===== src/rtl/aer_taxel_readout_ctrl.sv =====
// AER readout controller for a NOR-latch taxel array: grants rows round-robin,
// scans columns in ascending order, emits timestamped events and pulses column acks.
module aer_taxel_readout_ctrl #(
  parameter int NROWS         = 8,
  parameter int NCOLS         = 8,
  parameter int ROW_W         = 3,
  parameter int COL_W         = 3,
  parameter int TS_W          = 16,
  parameter int SETTLE_CYC    = 2,
  parameter int ACK_PULSE_CYC = 2,
  parameter int TIMEOUT_CYC   = 64
) (
  input  logic             clk,
  input  logic             rst_n,
  input  logic [NROWS-1:0] row_req,
  input  logic [NCOLS-1:0] col_req,
  output logic [NROWS-1:0] acky,
  output logic [NCOLS-1:0] ackx_pulse,
  output logic             ev_valid,
  input  logic             ev_ready,
  output logic [ROW_W-1:0] ev_row,
  output logic [COL_W-1:0] ev_col,
  output logic [TS_W-1:0]  ev_ts,
  output logic             err_timeout
);

  localparam int SYNC_LAT = 2;
  localparam int CNT_W    = 16;
  localparam logic [CNT_W-1:0] SETTLE_LAST  = CNT_W'(SETTLE_CYC + SYNC_LAT - 1);
  localparam logic [CNT_W-1:0] PULSE_LAST   = CNT_W'(ACK_PULSE_CYC - 1);
  localparam logic [CNT_W-1:0] TIMEOUT_LAST = CNT_W'(TIMEOUT_CYC - 1);

  typedef enum logic [2:0] {
    IDLE, ROW_SETTLE, COL_SCAN, EMIT, COL_ACK, COL_WAIT, ROW_REL
  } state_t;

  state_t             state;
  logic [NROWS-1:0]   row_s1, row_s2;
  logic [NCOLS-1:0]   col_s1, col_s2;
  logic [TS_W-1:0]    ts;
  logic [ROW_W-1:0]   row_ptr, grant_row;
  logic [COL_W-1:0]   cur_col;
  logic [NCOLS-1:0]   col_mask;
  logic [CNT_W-1:0]   cnt;

  logic [2*NROWS-1:0] row_dbl;
  logic [NROWS-1:0]   row_rot;
  logic               row_hit;
  int unsigned        row_off, row_sum;
  logic [ROW_W-1:0]   row_pick;
  logic [NCOLS-1:0]   col_avail;
  logic               col_hit;
  logic [COL_W-1:0]   col_pick;

  // Rotate requests so bit 0 is the row pointer; the lowest set bit is the next grant.
  always_comb begin
    row_dbl = {row_s2, row_s2} >> row_ptr;
    row_rot = row_dbl[NROWS-1:0];
    row_hit = 1'b0;
    row_off = 0;
    for (int unsigned i = 0; i < NROWS; i++) begin
      if (!row_hit && row_rot[i]) begin
        row_hit = 1'b1;
        row_off = i;
      end
    end
    row_sum = 32'(row_ptr) + row_off;
    if (row_sum >= NROWS) row_sum = row_sum - NROWS;
    row_pick = ROW_W'(row_sum);
  end

  always_comb begin
    col_avail = col_s2 & ~col_mask;
    col_hit   = 1'b0;
    col_pick  = '0;
    for (int unsigned i = 0; i < NCOLS; i++) begin
      if (!col_hit && col_avail[i]) begin
        col_hit  = 1'b1;
        col_pick = COL_W'(i);
      end
    end
  end

  always_ff @(posedge clk or negedge rst_n) begin
    if (!rst_n) begin
      state       <= IDLE;
      row_s1      <= '0;
      row_s2      <= '0;
      col_s1      <= '0;
      col_s2      <= '0;
      ts          <= '0;
      row_ptr     <= '0;
      grant_row   <= '0;
      cur_col     <= '0;
      col_mask    <= '0;
      cnt         <= '0;
      acky        <= '0;
      ackx_pulse  <= '0;
      ev_valid    <= 1'b0;
      ev_row      <= '0;
      ev_col      <= '0;
      ev_ts       <= '0;
      err_timeout <= 1'b0;
    end else begin
      row_s1 <= row_req;
      row_s2 <= row_s1;
      col_s1 <= col_req;
      col_s2 <= col_s1;
      ts     <= ts + TS_W'(1);
      case (state)
        IDLE: begin
          if (row_hit) begin
            grant_row <= row_pick;
            acky      <= NROWS'(1) << row_pick;
            cnt       <= '0;
            state     <= ROW_SETTLE;
          end
        end
        ROW_SETTLE: begin
          if (cnt == SETTLE_LAST) begin
            cnt   <= '0;
            state <= COL_SCAN;
          end else begin
            cnt <= cnt + CNT_W'(1);
          end
        end
        COL_SCAN: begin
          if (col_hit) begin
            cur_col  <= col_pick;
            ev_row   <= grant_row;
            ev_col   <= col_pick;
            ev_ts    <= ts;
            ev_valid <= 1'b1;
            state    <= EMIT;
          end else begin
            state <= ROW_REL;
          end
        end
        EMIT: begin
          if (ev_ready) begin
            ev_valid   <= 1'b0;
            ackx_pulse <= NCOLS'(1) << cur_col;
            cnt        <= '0;
            state      <= COL_ACK;
          end
        end
        COL_ACK: begin
          if (cnt == PULSE_LAST) begin
            ackx_pulse <= '0;
            cnt        <= '0;
            state      <= COL_WAIT;
          end else begin
            cnt <= cnt + CNT_W'(1);
          end
        end
        COL_WAIT: begin
          if (!col_s2[cur_col]) begin
            cnt   <= '0;
            state <= COL_SCAN;
          end else if (cnt == TIMEOUT_LAST) begin
            // A stuck column is masked so the rescan can move past it.
            err_timeout       <= 1'b1;
            col_mask[cur_col] <= 1'b1;
            cnt               <= '0;
            state             <= COL_SCAN;
          end else begin
            cnt <= cnt + CNT_W'(1);
          end
        end
        ROW_REL: begin
          acky     <= '0;
          col_mask <= '0;
          row_ptr  <= (grant_row == ROW_W'(NROWS - 1)) ? '0 : grant_row + ROW_W'(1);
          state    <= IDLE;
        end
        default: state <= IDLE;
      endcase
    end
  end

endmodule


===== config.mk =====
export PLATFORM = sky130hd
export DESIGN_NAME = aer_taxel_readout_ctrl
export DESIGN_NICKNAME = d
export VERILOG_FILES = /design/src/rtl/aer_taxel_readout_ctrl.sv
export SDC_FILE = /design/constraint.sdc
export NUM_CORES = 1
export LEC_CHECK = 0
export ABC_AREA = 0
export CAP_MARGIN = 30
export CORE_MARGIN = 3
export CORE_UTILIZATION = 45
export CTS_CLUSTER_SIZE = 10
export DETAILED_ROUTE_END_ITERATION = 16
export PLACE_DENSITY = 0.67
export SLEW_MARGIN = 15
export SYNTH_ARGS = -nofsm -noshare
export SYNTH_HDL_FRONTEND = slang
export SYNTH_SLANG_ARGS = --single-unit

===== constraint.sdc =====
create_clock -name clk -period 5.1 [get_ports clk]
set_input_delay 0.765 -clock clk [delete_from_list [all_inputs] [get_ports clk]]
set_output_delay 0.765 -clock clk [all_outputs]
set_load 0.01 [all_outputs]

==> Yosys cells after proc, flatten, opt, wreduce, memory -nomap -nowiden <==
Cells that the tools add are included.
{ "word_totals": {"ff_bits": 121, "word_cells": 155} }
{ "op_classes": {"addsub": 5, "magnitude_cmp": 3, "eq_ne": 18, "n_shift": 3, "mux": 62, "bitwise": 3, "reduce_logical": 44} }
{ "ops": {"columns": ["op", "count"], "rows": [
  ["32-bit 2-to-1 mux", 5],
  ["16-bit 2-to-1 mux", 6],
  ["16-bit case mux with 5 select lines", 1],
  ["8-bit case mux with 2 select lines", 3],
  ["3-bit 2-to-1 mux", 15],
  ["8-bit 2-to-1 mux", 5],
  ["16-bit by 1-bit adder with 16-bit output, second input constant", 2],
  ["3-bit by 32-bit adder with 32-bit output", 1],
  ["32-bit by 4-bit greater-or-equal comparator with 1-bit output, second input constant", 1],
  ["1-bit 2-to-1 mux", 22],
  ["3-bit case mux with 6 select lines", 1],
  ["16-bit by 1-bit equality test with 1-bit output, second input constant", 1],
  ["16-bit by 2-bit equality test with 1-bit output, second input constant", 1],
  ["16-bit by 6-bit equality test with 1-bit output, second input constant", 1],
  ["1-bit by 3-bit << shifter with 8-bit output, first input constant", 2],
  ["16-bit by 3-bit right shift with 8-bit output", 1],
  ["1-bit logical AND", 15],
  ["3-bit AND reduction", 5],
  ["1-bit logical NOT", 14],
  ["2-bit inequality test, second input constant", 7],
  ["3-bit equality test, second input constant", 4],
  ["8-bit AND", 1],
  ["8-bit inverter", 1],
  ["8-bit OR", 1],
  ["other kinds (16)", 22]
]} }

==> Longest topological paths before layout <==
{ "logic_depth": {"ltp_word": 29, "ltp_mapped": 12, "ltp_nobuf": 10} }

==> Worst setup path before layout <==
OpenSTA, ideal clock, no wires.
{ "synth_path": {"path_kind": "reg2reg", "from": "register row_ptr[1]", "to": "register acky[0]", "setup_ns": 0.082, "arrival_ns": 3.179, "t_required_ns": 5.018, "setup_slack_ns": 1.839, "stages_incl_launch_ff": 11, "path_buffers": 1, "period_less_slack_ns": 3.261, "cell_sequence": "dfrtp_1 > buf_6 > mux4_2 > mux2i_1 > nand2b_1 > a21oi_1 > a221o_1 > ha_1 > fa_1 > or4_1 > o22ai_1"} }
{ "synth_via": {"elab_chain_cells": 29} }
{ "synth_rtl": {"columns": ["element", "line_no", "rtl"], "rows": [
  ["from (decl)", "41", "logic [ROW_W-1:0] row_ptr, grant_row;"],
  ["from (signal assigned)", "173", "row_ptr <= (grant_row == ROW_W'(NROWS - 1)) ? '0 : grant_row + ROW_W'(1);"],
  ["16-bit by 3-bit right shift with 8-bit output", "57", "row_dbl = {row_s2, row_s2} >> row_ptr;"],
  ["1-bit 2-to-1 mux", "62", "if (!row_hit && row_rot[i]) begin"],
  ["1-bit logical NOT", "62", null],
  ["1-bit logical AND", "62", null],
  ["1-bit 2-to-1 mux", "62", null],
  ["1-bit logical NOT", "62", null],
  ["1-bit logical AND", "62", null],
  ["1-bit 2-to-1 mux", "62", null],
  ["[14 not listed]", null, null],
  ["32-bit 2-to-1 mux", "62", null],
  ["3-bit by 32-bit adder with 32-bit output (*)", "67", "row_sum = 32'(row_ptr) + row_off;"],
  ["32-bit by 4-bit greater-or-equal comparator with 1-bit output / 3-bit by 1-bit subtractor with 3-bit output (equally long branches)", "68", "if (row_sum >= NROWS) row_sum = row_sum - NROWS;"],
  ["3-bit 2-to-1 mux (*)", "68", null],
  ["net row_sum[1]", "49", "int unsigned row_off, row_sum;"],
  ["1-bit by 3-bit << shifter with 8-bit output (*)", "114", "acky <= NROWS'(1) << row_pick;"],
  ["8-bit 2-to-1 mux (*)", "112", "if (row_hit) begin"],
  ["8-bit case mux with 2 select lines (*)", "110", "case (state)"],
  ["to (signal assigned)", "114", null],
  ["to (decl)", "17", "output logic [NROWS-1:0] acky,"]
]} }
Mark *: on every way through the listed nets, which the timed path passes. The rest lies on a longest branch. The select of a mux whose other input is x is not followed.
A chain may end at the register's enable or synchronous reset.

==> Worst setup path after layout <==
{ "layout_path": {"from": "register row_ptr[0]", "to": "register acky[4]"} }
Same word-level chain as after synthesis.

==> qor.csv <==
stage,metric,value,unit
routing,post_drt_wl_per_cell,15.37,microns
sta,worstMarginPinSlew,949.9,ps
critical_path,worstSetupEndpointType,register,
clock_network,cts-htree-levels,4,
floorplanning,die_y,117.5,microns
critical_path,arrival,4150,ps
routing,first_iter_violations,230,
floorplanning,rows,40,
clock_network,clockRootBuffer,clkbuf_16,
floorplanning,core_area,12060,sq um
logic_synthesis,yosysSeqAreaShare,0.5411,
layout,nNetsFinal,557,
logic_synthesis,synth_edf_count,0,
logic_synthesis,synth_xor_area_frac,0.02974,
critical_path,start_kind,register,
logic_synthesis,synth_top_family_by_area,simple AND/OR/NAND/NOR gates,
run,maxCapViolations,0,
floorplanning,die_x,117.5,microns
logic_synthesis,yosys_warnings,0,
power,power-per-cell-area,518.5,nW/um^2
place,place_area,6272,sq um
place,pre_cts_slack,1301,ps
layout,diodes,0,
power,power.leakage,0.002992,uW
floorplanning,io_pins,59,
critical_path,worstPathRequired,5430,ps
sta,slew_viol_final,0,
logic_synthesis,synthMuxAreaShare,0.1163,
routing,drc,0,
grt,grt_pass1_wl,18640,microns
routing,routed_wl,10940,microns
sta,rsz0062_at_grt,no,
sta,fmax,262.1,MHz
routing,ant_nets,0,
logic_synthesis,async_reset_ff_frac,1.000,
sta,worst_slack,1284,ps
floorplanning,die-area,13810,sq um
place,port_buffers,58,
logic_synthesis,synthSimpleGateAreaFrac,0.1344,
floorplanning,initial_utilization,0.4639,
grt,grt_max_degree,52,
sta,finalHoldViolCount,0,
logic_synthesis,ys_ff_latch,121,
clock_network,cts_buffers,17,
logic_synthesis,avgSynthCellArea,11.93,sq um
grt,grt_usage,0.1678,
clock_network,hold_buffers,0,
critical_path,crit-reg2reg-launch,row_ptr[0],
sta,period_share,0.7482,
clock_network,post_cts_resized,0,
place,post-dp-hpwl,7722,microns
status,status,"complete, no violations",
grt,grt_overflow,0,
logic_synthesis,synth-compound-area-share,0.1246,
logic_synthesis,synth_area,5595,sq um
grt,antenna_found_initial,0,
sta,fin_crit,3816,ps
sta,slew_headroom,0.3646,
critical_path,reg2reg_depth,9,
layout,drive_gt1_frac,0.1820,
sta,setup_viol,0,
sta,fin_skew,7.194,ps
critical_path,r2r-end,acky[4],
clock_network,clkLatencyLatePin,410,ps
layout,area_growth,21.96,%
worst_hold_path,hold_class,in2async,
clock_network,cts_setup_buffers,0,
place,place_congestion,0.8420,
logic_synthesis,synth_fa_ha_area_frac,0.01699,
clock_network,clkTransAtPathRegs,60,ps
power,ir_drop,0.0003158,V
routing,viasPerCell,5.434,
logic_synthesis,syn-num-nets,495,
logic_synthesis,syn_inst,469,
clock_network,cts.sinks,121,
logic_synthesis,synth_cell_types,70,
layout,design_area,6824,sq um
critical_path,path_max_fanout,18,
critical_path,crit_type,reg2reg,
grt,grt_pass1_vias,3784,
critical_path,reg2reg_setup_slack,1280,ps
routing,dr.pass1.iters,4,
logic_synthesis,synthFlopType,dfrtp_1,
sta,finalSetupTns,0,ps
routing,vias,3869,
clock_network,cts_tree,yes,
clock_network,cts_buffer_depth,2,
[logic make-up after synthesis]
group / after synthesis
AOI/OAI and AO/OA: 94
DFF: 121
buffers and inverters: 30
and+or+nand+nor: 149
muxes: 49
xor gates and xnor gates: 19
adders and majority gates: 7
[cell usage after synthesis (3+ instances only)]
cell / n / area [sq um]
clkbuf_8: 5 / 68.82
xor2_1: 9 / 78.83
inv_1: 10 / 37.54
xnor2_1: 10 / 87.58
nand3_1: 16 / 80.08
and3_1: 3 / 18.77
o21ai_0: 18 / 90.09
or2_2: 4 / 25.02
o31ai_1: 3 / 22.52
a22o_1: 9 / 78.83
a31oi_1: 3 / 18.77
mux2_2: 29 / 326.6
clkbuf_1: 7 / 26.28
mux2i_1: 11 / 110.1
nand3b_1: 4 / 30.03
dfrtp_1: 121 / 3028
a21oi_1: 17 / 85.08
nor2_1: 39 / 146.4
a32o_1: 4 / 40.04
ha_1: 6 / 75.07
mux4_2: 5 / 112.6
nor3_1: 5 / 25.02
nand2_1: 41 / 153.9
nor4_1: 5 / 31.28
nor2b_1: 11 / 68.82
a21o_2: 7 / 61.31
mux4_1: 3 / 78.83
o22ai_1: 9 / 56.30
buf_6: 4 / 45.04
[layout make-up]
cell class              instances  area, sq um
clock buffers                  19        452.9
clock inverters                13        93.84
fillers                      1037         5238
inverters                      10        37.54
multi-input cells             318         2369
flip-flops and latches        121         3028
well taps                     168        210.2
repair buffers                 63        633.1
[report_power, final]
| part | total [uW] | internal [uW] | switching [uW] | leakage, uW |
|---|---|---|---|---|
| logic | 1180 | 594 | 588 | 0.00119 |
| clock network | 1080 | 646 | 435 | 0.000250 |
| registers | 1280 | 1090 | 183 | 0.00155 |
| total | 3540 | 2330 | 1210 | 0.00299 |
[sequential cells by signal, summed over array words and instances, names as in the netlist, 8 cells and up]
name / count
ackx_pulse: 8
acky: 8
cnt: 16
col_mask: 8
col_s1: 8
col_s2: 8
ev_ts: 16
row_s1: 8
row_s2: 8
ts: 16
[per-stage QoR]
step,std cells,utilization,total power (uW),hold slack [ps]
floorplan,469,-,2172,331.2
global placement,678,0.5177,2444,331.7
detailed placement,679,0.5200,2480,334.7
CTS,711,0.5654,3572,294.0
global route,712,0.5658,3764,301.9
finish,712,0.5658,3538,284.4
[cells in the final DEF (no fill, tap or decap), types with 4 or more instances in the layout]
cell             instances
a21o_2                   7
a21oi_1                 17
a22o_1                   9
a32o_1                   4
buf_4                    4
clkbuf_16               17
clkdlybuf4s50_1         57
clkinvlp_4               7
dfrtp_1                121
ha_1                     6
inv_1                   10
mux2_2                  29
mux2i_1                 11
mux4_2                   5
nand2_1                 41
nand3_1                 16
nand3b_1                 4
nor2_1                  39
nor2b_1                 11
nor3_1                   5
nor4_1                   5
o21ai_0                 18
o22ai_1                  9
or2_2                    4
xnor2_1                 10
xor2_1                   9
[per-layer routing]
metal  GRT usage  routed length, microns  up-vias
met1      0.2178                    4990     1945
met2      0.2623                    5281       90
li1            -                       -     1818
met3     0.05911                     516       16
met4     0.06081                     154        0
met5           0                       0        -
[worst max-delay path: stages, from the launching register on]
cell,delay (ps)
dfrtp_1,770
mux4_1,640
mux2i_1,340
nand2b_1,160
a21oi_1,70
a221o_1,350
ha_1,190
fa_1,500
or4_1,550
o22ai_1,170
[worst max-delay path by stage]
stage,endpoint,cells after the start,startpoint
4_1_cts,acky[4],9,row_ptr[0]
6_report,acky[4],9,row_ptr[0]
3_5_place_dp,acky[4],9,row_ptr[0]
5_1_grt,acky[4],9,row_ptr[0]
2_1_floorplan,acky[0],10,row_ptr[1]
3_3_place_gp,acky[0],9,row_ptr[0]
No activity file was read; power rests on OpenSTA's default activity.
